**src/rtl/oram_bucket_pkg.sv**
```systemverilog
// Shared ORAM bucket header layout (offsets, widths, valid-field padding) for the read and writeback paths.
package oram_bucket_pkg;

    localparam int unsigned VALID_PAD_W = 32;

    typedef enum logic {
        ST_HEADER  = 1'b0,
        ST_PAYLOAD = 1'b1
    } reader_state_e;

    function automatic int unsigned cnt_w(input int unsigned n);
        return (n > 1) ? $clog2(n) : 1;
    endfunction

    function automatic int unsigned valid_field_w(input int unsigned z);
        return ((z + VALID_PAD_W - 1) / VALID_PAD_W) * VALID_PAD_W;
    endfunction

    function automatic int unsigned valid_off(input int unsigned iv_w);
        return iv_w;
    endfunction

    function automatic int unsigned paddr_off(input int unsigned iv_w, input int unsigned z);
        return iv_w + valid_field_w(z);
    endfunction

    function automatic int unsigned leaf_off(input int unsigned iv_w, input int unsigned z,
                                             input int unsigned u);
        return paddr_off(iv_w, z) + z * u;
    endfunction

    function automatic int unsigned mac_off(input int unsigned iv_w, input int unsigned z,
                                            input int unsigned u, input int unsigned l);
        return leaf_off(iv_w, z, u) + z * l;
    endfunction

    function automatic int unsigned hdr_w(input int unsigned iv_w, input int unsigned z,
                                          input int unsigned u, input int unsigned l,
                                          input int unsigned h);
        return mac_off(iv_w, z, u, l) + z * h;
    endfunction

endpackage

```
**src/rtl/bucket_header_deser.sv**
```systemverilog
// Assembles a multi-chunk bucket header LSB-first; keeps only the low KeepW bits.
module bucket_header_deser
    import oram_bucket_pkg::*;
#(
    parameter int unsigned ChunkW  = 512,
    parameter int unsigned NChunks = 2,
    parameter int unsigned KeepW   = 864
) (
    input  logic              clk,
    input  logic              rst,
    input  logic              en,
    input  logic              in_valid,
    input  logic [ChunkW-1:0] in_data,
    output logic [KeepW-1:0]  hdr_q,
    output logic              done_c
);

    localparam int unsigned TotW = ChunkW * NChunks;
    localparam int unsigned CntW = cnt_w(NChunks);

    logic [CntW-1:0]  cnt_q;
    logic [CntW-1:0]  cnt_d;
    logic [KeepW-1:0] hdr_d;
    logic [TotW-1:0]  frame;
    logic             beat;

    // Chunk c lands at bit c*ChunkW; bits above KeepW are never stored.
    always_comb begin
        beat   = en & in_valid;
        cnt_d  = cnt_q;
        hdr_d  = hdr_q;
        done_c = 1'b0;
        frame  = TotW'(hdr_q);
        if (beat) begin
            for (int unsigned c = 0; c < NChunks; c++) begin
                if (cnt_q == CntW'(c)) begin
                    frame[c*ChunkW +: ChunkW] = in_data;
                end
            end
            hdr_d = frame[KeepW-1:0];
            if (cnt_q == CntW'(NChunks - 1)) begin
                cnt_d  = '0;
                done_c = 1'b1;
            end else begin
                cnt_d = cnt_q + CntW'(1);
            end
        end
    end

    always_ff @(posedge clk or posedge rst) begin
        if (rst) begin
            cnt_q <= '0;
            hdr_q <= '0;
        end else begin
            cnt_q <= cnt_d;
            hdr_q <= hdr_d;
        end
    end

endmodule

```
**src/rtl/dram_bucket_reader.sv**
```systemverilog
// Splits a DRAM bucket stream into header tags and a pass-through payload stream to the stash.
// Define DRAM_READER_MAC_EN to store the per-block MAC and drive it on StashMAC.
module dram_bucket_reader
    import oram_bucket_pkg::*;
#(
    parameter int unsigned     BEDWidth          = 512,
    parameter int unsigned     ORAMZ             = 4,
    parameter int unsigned     ORAMU             = 32,
    parameter int unsigned     ORAML             = 32,
    parameter int unsigned     ORAMH             = 128,
    parameter int unsigned     IVWidth           = 64,
    parameter int unsigned     HdrChunks         = 2,
    parameter int unsigned     BlkChunks         = 2,
    parameter logic [ORAMU-1:0] DummyBlockAddress = '1
) (
    input  logic                Clock,
    input  logic                Reset,
    input  logic [BEDWidth-1:0] DRAMData,
    input  logic                DRAMValid,
    output logic                DRAMReady,
    output logic [BEDWidth-1:0] StashData,
    output logic                StashValid,
    input  logic                StashReady,
    output logic [ORAMU-1:0]    StashPAddr,
    output logic [ORAML-1:0]    StashLeaf,
    output logic [ORAMH-1:0]    StashMAC,
    output logic                StashBlockLast,
    output logic                BucketDone
);

    localparam int unsigned ValidOff  = valid_off(IVWidth);
    localparam int unsigned PAddrOff  = paddr_off(IVWidth, ORAMZ);
    localparam int unsigned LeafOff   = leaf_off(IVWidth, ORAMZ, ORAMU);
    localparam int unsigned MacOff    = mac_off(IVWidth, ORAMZ, ORAMU, ORAML);
    localparam int unsigned HdrW      = hdr_w(IVWidth, ORAMZ, ORAMU, ORAML, ORAMH);
    localparam int unsigned TotW      = HdrChunks * BEDWidth;
`ifdef DRAM_READER_MAC_EN
    localparam int unsigned NeedW     = HdrW;
`else
    localparam int unsigned NeedW     = MacOff;
`endif
    localparam int unsigned KeepW     = (NeedW < TotW) ? NeedW : TotW;
    localparam int unsigned ChunkCntW = cnt_w(BlkChunks);
    localparam int unsigned BlkCntW   = cnt_w(ORAMZ);

    if (TotW < HdrW) begin : g_hdr_too_small
        $error("dram_bucket_reader: header chunks hold %0d bits, layout needs %0d", TotW, HdrW);
    end

    reader_state_e        state_q, state_d;
    logic [ChunkCntW-1:0] chunk_cnt_q, chunk_cnt_d;
    logic [BlkCntW-1:0]   blk_cnt_q, blk_cnt_d;
    logic                 bucket_done_q, bucket_done_d;
    logic                 xfer;
    logic                 hdr_done_c;
    logic [KeepW-1:0]     hdr_q;
    logic                 valid_slot;
    logic [ORAMU-1:0]     paddr_slot;
    logic [ORAMH-1:0]     mac_slot;
    logic                 unused_hdr_bits;

    bucket_header_deser #(
        .ChunkW  (BEDWidth),
        .NChunks (HdrChunks),
        .KeepW   (KeepW)
    ) u_hdr (
        .clk      (Clock),
        .rst      (Reset),
        .en       (state_q == ST_HEADER),
        .in_valid (DRAMValid),
        .in_data  (DRAMData),
        .hdr_q    (hdr_q),
        .done_c   (hdr_done_c)
    );

    // IV and valid-field padding are carried in the header register but not consumed here.
    assign unused_hdr_bits = ^hdr_q;

    always_comb begin
        state_d       = state_q;
        chunk_cnt_d   = chunk_cnt_q;
        blk_cnt_d     = blk_cnt_q;
        bucket_done_d = 1'b0;
        DRAMReady     = 1'b1;
        StashValid    = 1'b0;
        xfer          = 1'b0;
        case (state_q)
            ST_HEADER: begin
                if (hdr_done_c) begin
                    state_d = ST_PAYLOAD;
                end
            end
            ST_PAYLOAD: begin
                DRAMReady  = StashReady;
                StashValid = DRAMValid;
                xfer       = DRAMValid & StashReady;
                if (xfer) begin
                    if (chunk_cnt_q == ChunkCntW'(BlkChunks - 1)) begin
                        chunk_cnt_d = '0;
                        if (blk_cnt_q == BlkCntW'(ORAMZ - 1)) begin
                            blk_cnt_d     = '0;
                            state_d       = ST_HEADER;
                            bucket_done_d = 1'b1;
                        end else begin
                            blk_cnt_d = blk_cnt_q + BlkCntW'(1);
                        end
                    end else begin
                        chunk_cnt_d = chunk_cnt_q + ChunkCntW'(1);
                    end
                end
            end
        endcase
    end

    // Per-slot tag select; tags follow the block counter so they hold for a whole block.
    always_comb begin
        valid_slot = 1'b0;
        paddr_slot = '0;
        mac_slot   = '0;
        StashLeaf  = '0;
        for (int unsigned i = 0; i < ORAMZ; i++) begin
            if (blk_cnt_q == BlkCntW'(i)) begin
                valid_slot = hdr_q[ValidOff + i];
                paddr_slot = hdr_q[PAddrOff + i*ORAMU +: ORAMU];
                StashLeaf  = hdr_q[LeafOff + i*ORAML +: ORAML];
`ifdef DRAM_READER_MAC_EN
                mac_slot   = hdr_q[MacOff + i*ORAMH +: ORAMH];
`endif
            end
        end
    end

    assign StashPAddr     = valid_slot ? paddr_slot : DummyBlockAddress;
    assign StashMAC       = mac_slot;
    assign StashData      = DRAMData;
    assign StashBlockLast = StashValid & (chunk_cnt_q == ChunkCntW'(BlkChunks - 1));
    assign BucketDone     = bucket_done_q;

    always_ff @(posedge Clock or posedge Reset) begin
        if (Reset) begin
            state_q       <= ST_HEADER;
            chunk_cnt_q   <= '0;
            blk_cnt_q     <= '0;
            bucket_done_q <= 1'b0;
        end else begin
            state_q       <= state_d;
            chunk_cnt_q   <= chunk_cnt_d;
            blk_cnt_q     <= blk_cnt_d;
            bucket_done_q <= bucket_done_d;
        end
    end

endmodule
```
**config.mk**
```make
export PLATFORM = sky130hd
export DESIGN_NAME = dram_bucket_reader
export DESIGN_NICKNAME = d
export VERILOG_FILES = /design/src/rtl/oram_bucket_pkg.sv /design/src/rtl/bucket_header_deser.sv /design/src/rtl/dram_bucket_reader.sv
export SDC_FILE = /design/constraint.sdc
export NUM_CORES = 1
export LEC_CHECK = 0
export BUFFER_PORTS_ARGS = -buffer_cell sky130_fd_sc_hd__buf_4
export CAP_MARGIN = 20
export CORE_AREA = 3 3 483 485
export CTS_BUF_LIST = sky130_fd_sc_hd__clkbuf_8
export CTS_CLUSTER_DIAMETER = 50
export DETAILED_ROUTE_END_ITERATION = 7
export DIE_AREA = 0 0 486 488
export PLACE_DENSITY = 0.37
export SLEW_MARGIN = 10
export SYNTH_ARGS = -nofsm -noshare
export SYNTH_HDL_FRONTEND = slang
export SYNTH_SLANG_ARGS = --single-unit
```
**constraint.sdc**
```tcl
create_clock -name Clock -period 7.9 [get_ports Clock]
set_clock_uncertainty 0.15 [all_clocks]
set_input_delay 0.79 -clock Clock [delete_from_list [all_inputs] [get_ports Clock]]
set_output_delay 0.79 -clock Clock [all_outputs]
set_load 0.05 [all_outputs]
```
==> impl_metrics.json <==
{
  "fin_crit_sh": 0.608,
  "seq_area_mm2": 0.00666,
  "nFillCells": 26300,
  "ctsHoldBuffers": 1,
  "cts_max_level": 2,
  "min_path_type": "in -> reg",
  "cap_viol_max_count": 0,
  "hold_viol": 0,
  "start_util": 0.0786,
  "drc": 0,
  "grt_first_pass_wirelength_um": 110000,
  "io_buffers": 591,
  "synth_edf_count": 0,
  "syn_inst": 1590,
  "fin_util": 0.0993,
  "power_leakage_uw": 0.00968,
  "place_ws_ns": 3.68,
  "core_mm2": 0.230,
  "overflow": 0,
  "dpl.hpwl_um": 72300,
  "drtAntennaViolNets": 0,
  "grt_max_degree": 109,
  "drive_above_1_share": 0.563,
  "synth_seq_cells": 266,
  "cts_buffers": 59,
  "multi_input_area_mm2": 0.00628,
  "first_global_vias": 11400,
  "criticalPathCategory": "reg -> out",
  "cts_tree": "yes",
  "syn_to_final_growth_pct": 26.3,
  "status": "finished clean",
  "vias": 10800,
  "synth.top_cells.by_area": "dfrtp_1 37%, buf_4 27%, mux2_4 17%, mux2_2 3.8%, buf_12 2.4%",
  "async_flop_share": 1.00,
  "syn-cell-area_mm2": 0.0181,
  "maxSlewHeadroom": 0.326,
  "routed_wl_um": 87600,
  "drt_pass1_iterations": 4,
  "yosys.cell_types.count": 36,
  "dieArea_mm2": 0.237,
  "post_cts_buffers": 0,
  "yosys_warnings": 0,
  "grt.total_usage": 0.0695,
  "yosysMostFrequentCell": "buf_4",
  "vias_per_cell": 2.27,
  "nNetsFinal": 2189,
  "ios": 1224,
  "post_drt_wl_per_cell_um": 18.5,
  "setup_ws_ns": 3.10,
  "period_minus_slack_ns": 4.80,
  "yosysTopAreaCellShare": 0.369,
  "clockBufferDepth": 3,
  "rsz0062_at_grt": "false",
  "instances_no_fill": 4744,
  "endpoint_kind": "primary output",
  "die_x_um": 486,
  "yosys.area.top_type": "dfrtp_1",
  "cts_num_sinks": 266,
  "maxSlewViolCount": 0,
  "clkTransAtPathRegs_ns": 0.06,
  "p_per_area_mw_per_mm2": 420,
  "finalSetupTns_ns": 0,
  "setup_viol": 0,
  "power_uw": 9570,
  "worstPathArrival_ns": 3.86,
  "routabilityCongestion": 0.714,
  "timing.fmax_ghz": 0.208,
  "avgSynthCellArea_um2": 11.4,
  "dp_cells": 4633,
  "die_height_um": 488,
  "rows": 176,
  "yosysSeqAreaShare": 0.369,
  "irDropWorstVdd_mv": 0.333,
  "worst_pin_slew_ns": 1.01,
  "antenna_found_initial": 10,
  "synth_ff_type": "dfrtp_1",
  "synthTopCellsByCount": "650 x buf_4, 266 x dfrtp_1, 200 x mux2_4, 63 x a21oi_1, 61 x mux2_2",
  "crit_path_start_kind": "flip-flop",
  "cp_max_fo": 59,
  "worstSkewPairLatency_ns": 0.71,
  "cts_resized": 0,
  "required_ns": 6.96,
  "drtIter0Drc": 400,
  "cts-root-buf": "clkbuf_8"
}
## sequential cells by signal (all words and copies together), names as in the netlist
name / count
BucketDone: 1
blk_cnt_q: 2
u_hdr.cnt_q: 1
u_hdr.hdr_q: 260
chunk_cnt_q: 1
state_q: 1
## path summary, 6_finish.rpt
kind / startpoint / cells past startpoint / endpoint / slack, ns
worst max-delay path: blk_cnt_q[0]$_DFFE_PP0P_ / 7 / StashPAddr[2] / 3.10
worst min-delay path: DRAMData[222] / 2 / u_hdr.hdr_q[222]$_DFFE_PP0P_ / 0.17
worst max register to register: state_q$_DFF_PP0_ / 4 / u_hdr.hdr_q[303]$_DFFE_PP0P_ / 5.03
worst min register to register: chunk_cnt_q$_DFFE_PP0P_ / 1 / chunk_cnt_q$_DFFE_PP0P_ / 0.34
max in group asynchronous: Reset / 5 / u_hdr.hdr_q[190]$_DFFE_PP0P_ / 5.32
min in group asynchronous: Reset / 3 / u_hdr.hdr_q[307]$_DFFE_PP0P_ / 0.50
## layout by cell type (no fill, tap or decap), types with 2 or more instances in the layout
cell type and instances:
nor2b_1 2, xnor2_1 2, nand2b_1 33, buf_4 602
ha_4 3, inv_1 48, dfrtp_1 266, diode_2 11
a21oi_1 63, clkbuf_8 70, mux2i_1 32, buf_12 4
bufinv_16 8, and3_1 2, mux2_2 61, a221oi_1 33
o21ai_1 12, conb_1 128, clkinvlp_4 4, nand2_1 33
a22o_1 31, mux2_4 200, o21ai_0 51
## per-layer routing
metal | track usage | up-vias | wire (um)
li1 | - | 4747 | -
met4 | 0.0319 | 0 | 3900
met5 | 0 | - | 0
met2 | 0.121 | 704 | 43900
met1 | 0.0644 | 5118 | 27100
met3 | 0.0428 | 202 | 12700
## through the flow
step           hold slack (ns)  instance area (um^2)
3_5_place_dp             0.335                 21500
4_1_cts                 0.0123                 22800
2_1_floorplan            0.309                 18500
5_1_grt                 0.0510                 22800
6_report                 0.166                 22800
3_3_place_gp             0.329                 21500
## cells by family after synthesis
logic type      count (synthesis)  synth area share
flops                         266             0.369
simple gates                   80            0.0242
xor+xnor                        2          0.000970
mux                           293             0.222
other cells                     1          0.000208
buf+inv                       750             0.313
compound gates                194            0.0679
fa+ha+maj                       4           0.00277
## worst max-delay path, stage by stage (launching register included)
cell,delay [ns]
dfrtp_1,0.47
inv_1,0.16
ha_4,0.78
a211oi_1,0.19
a211oi_4,0.30
buf_4,0.44
o21ai_1,0.38
buf_4,0.31
## final cells by class
type / count / area share
multi-input cells: 701 / 0.275
inverters: 34 / 0.00576
clock inverters: 29 / 0.0154
flip-flops and latches: 266 / 0.292
diodes: 11 / 0.00121
repair buffers: 607 / 0.202
clock buffers: 70 / 0.0422
well taps: 3026 / 0.166
## where the power goes
| group | total, uW | leakage (uW) | switching (uW) | internal (uW) |
|---|---|---|---|---|
| combinational | 5320 | 0.00575 | 3330 | 1990 |
| clock | 1750 | 0.000714 | 695 | 1060 |
| sequential | 2500 | 0.00321 | 456 | 2040 |
| total | 9570 | 0.00968 | 4480 | 5090 |
Power figures use the tool's default switching activity.
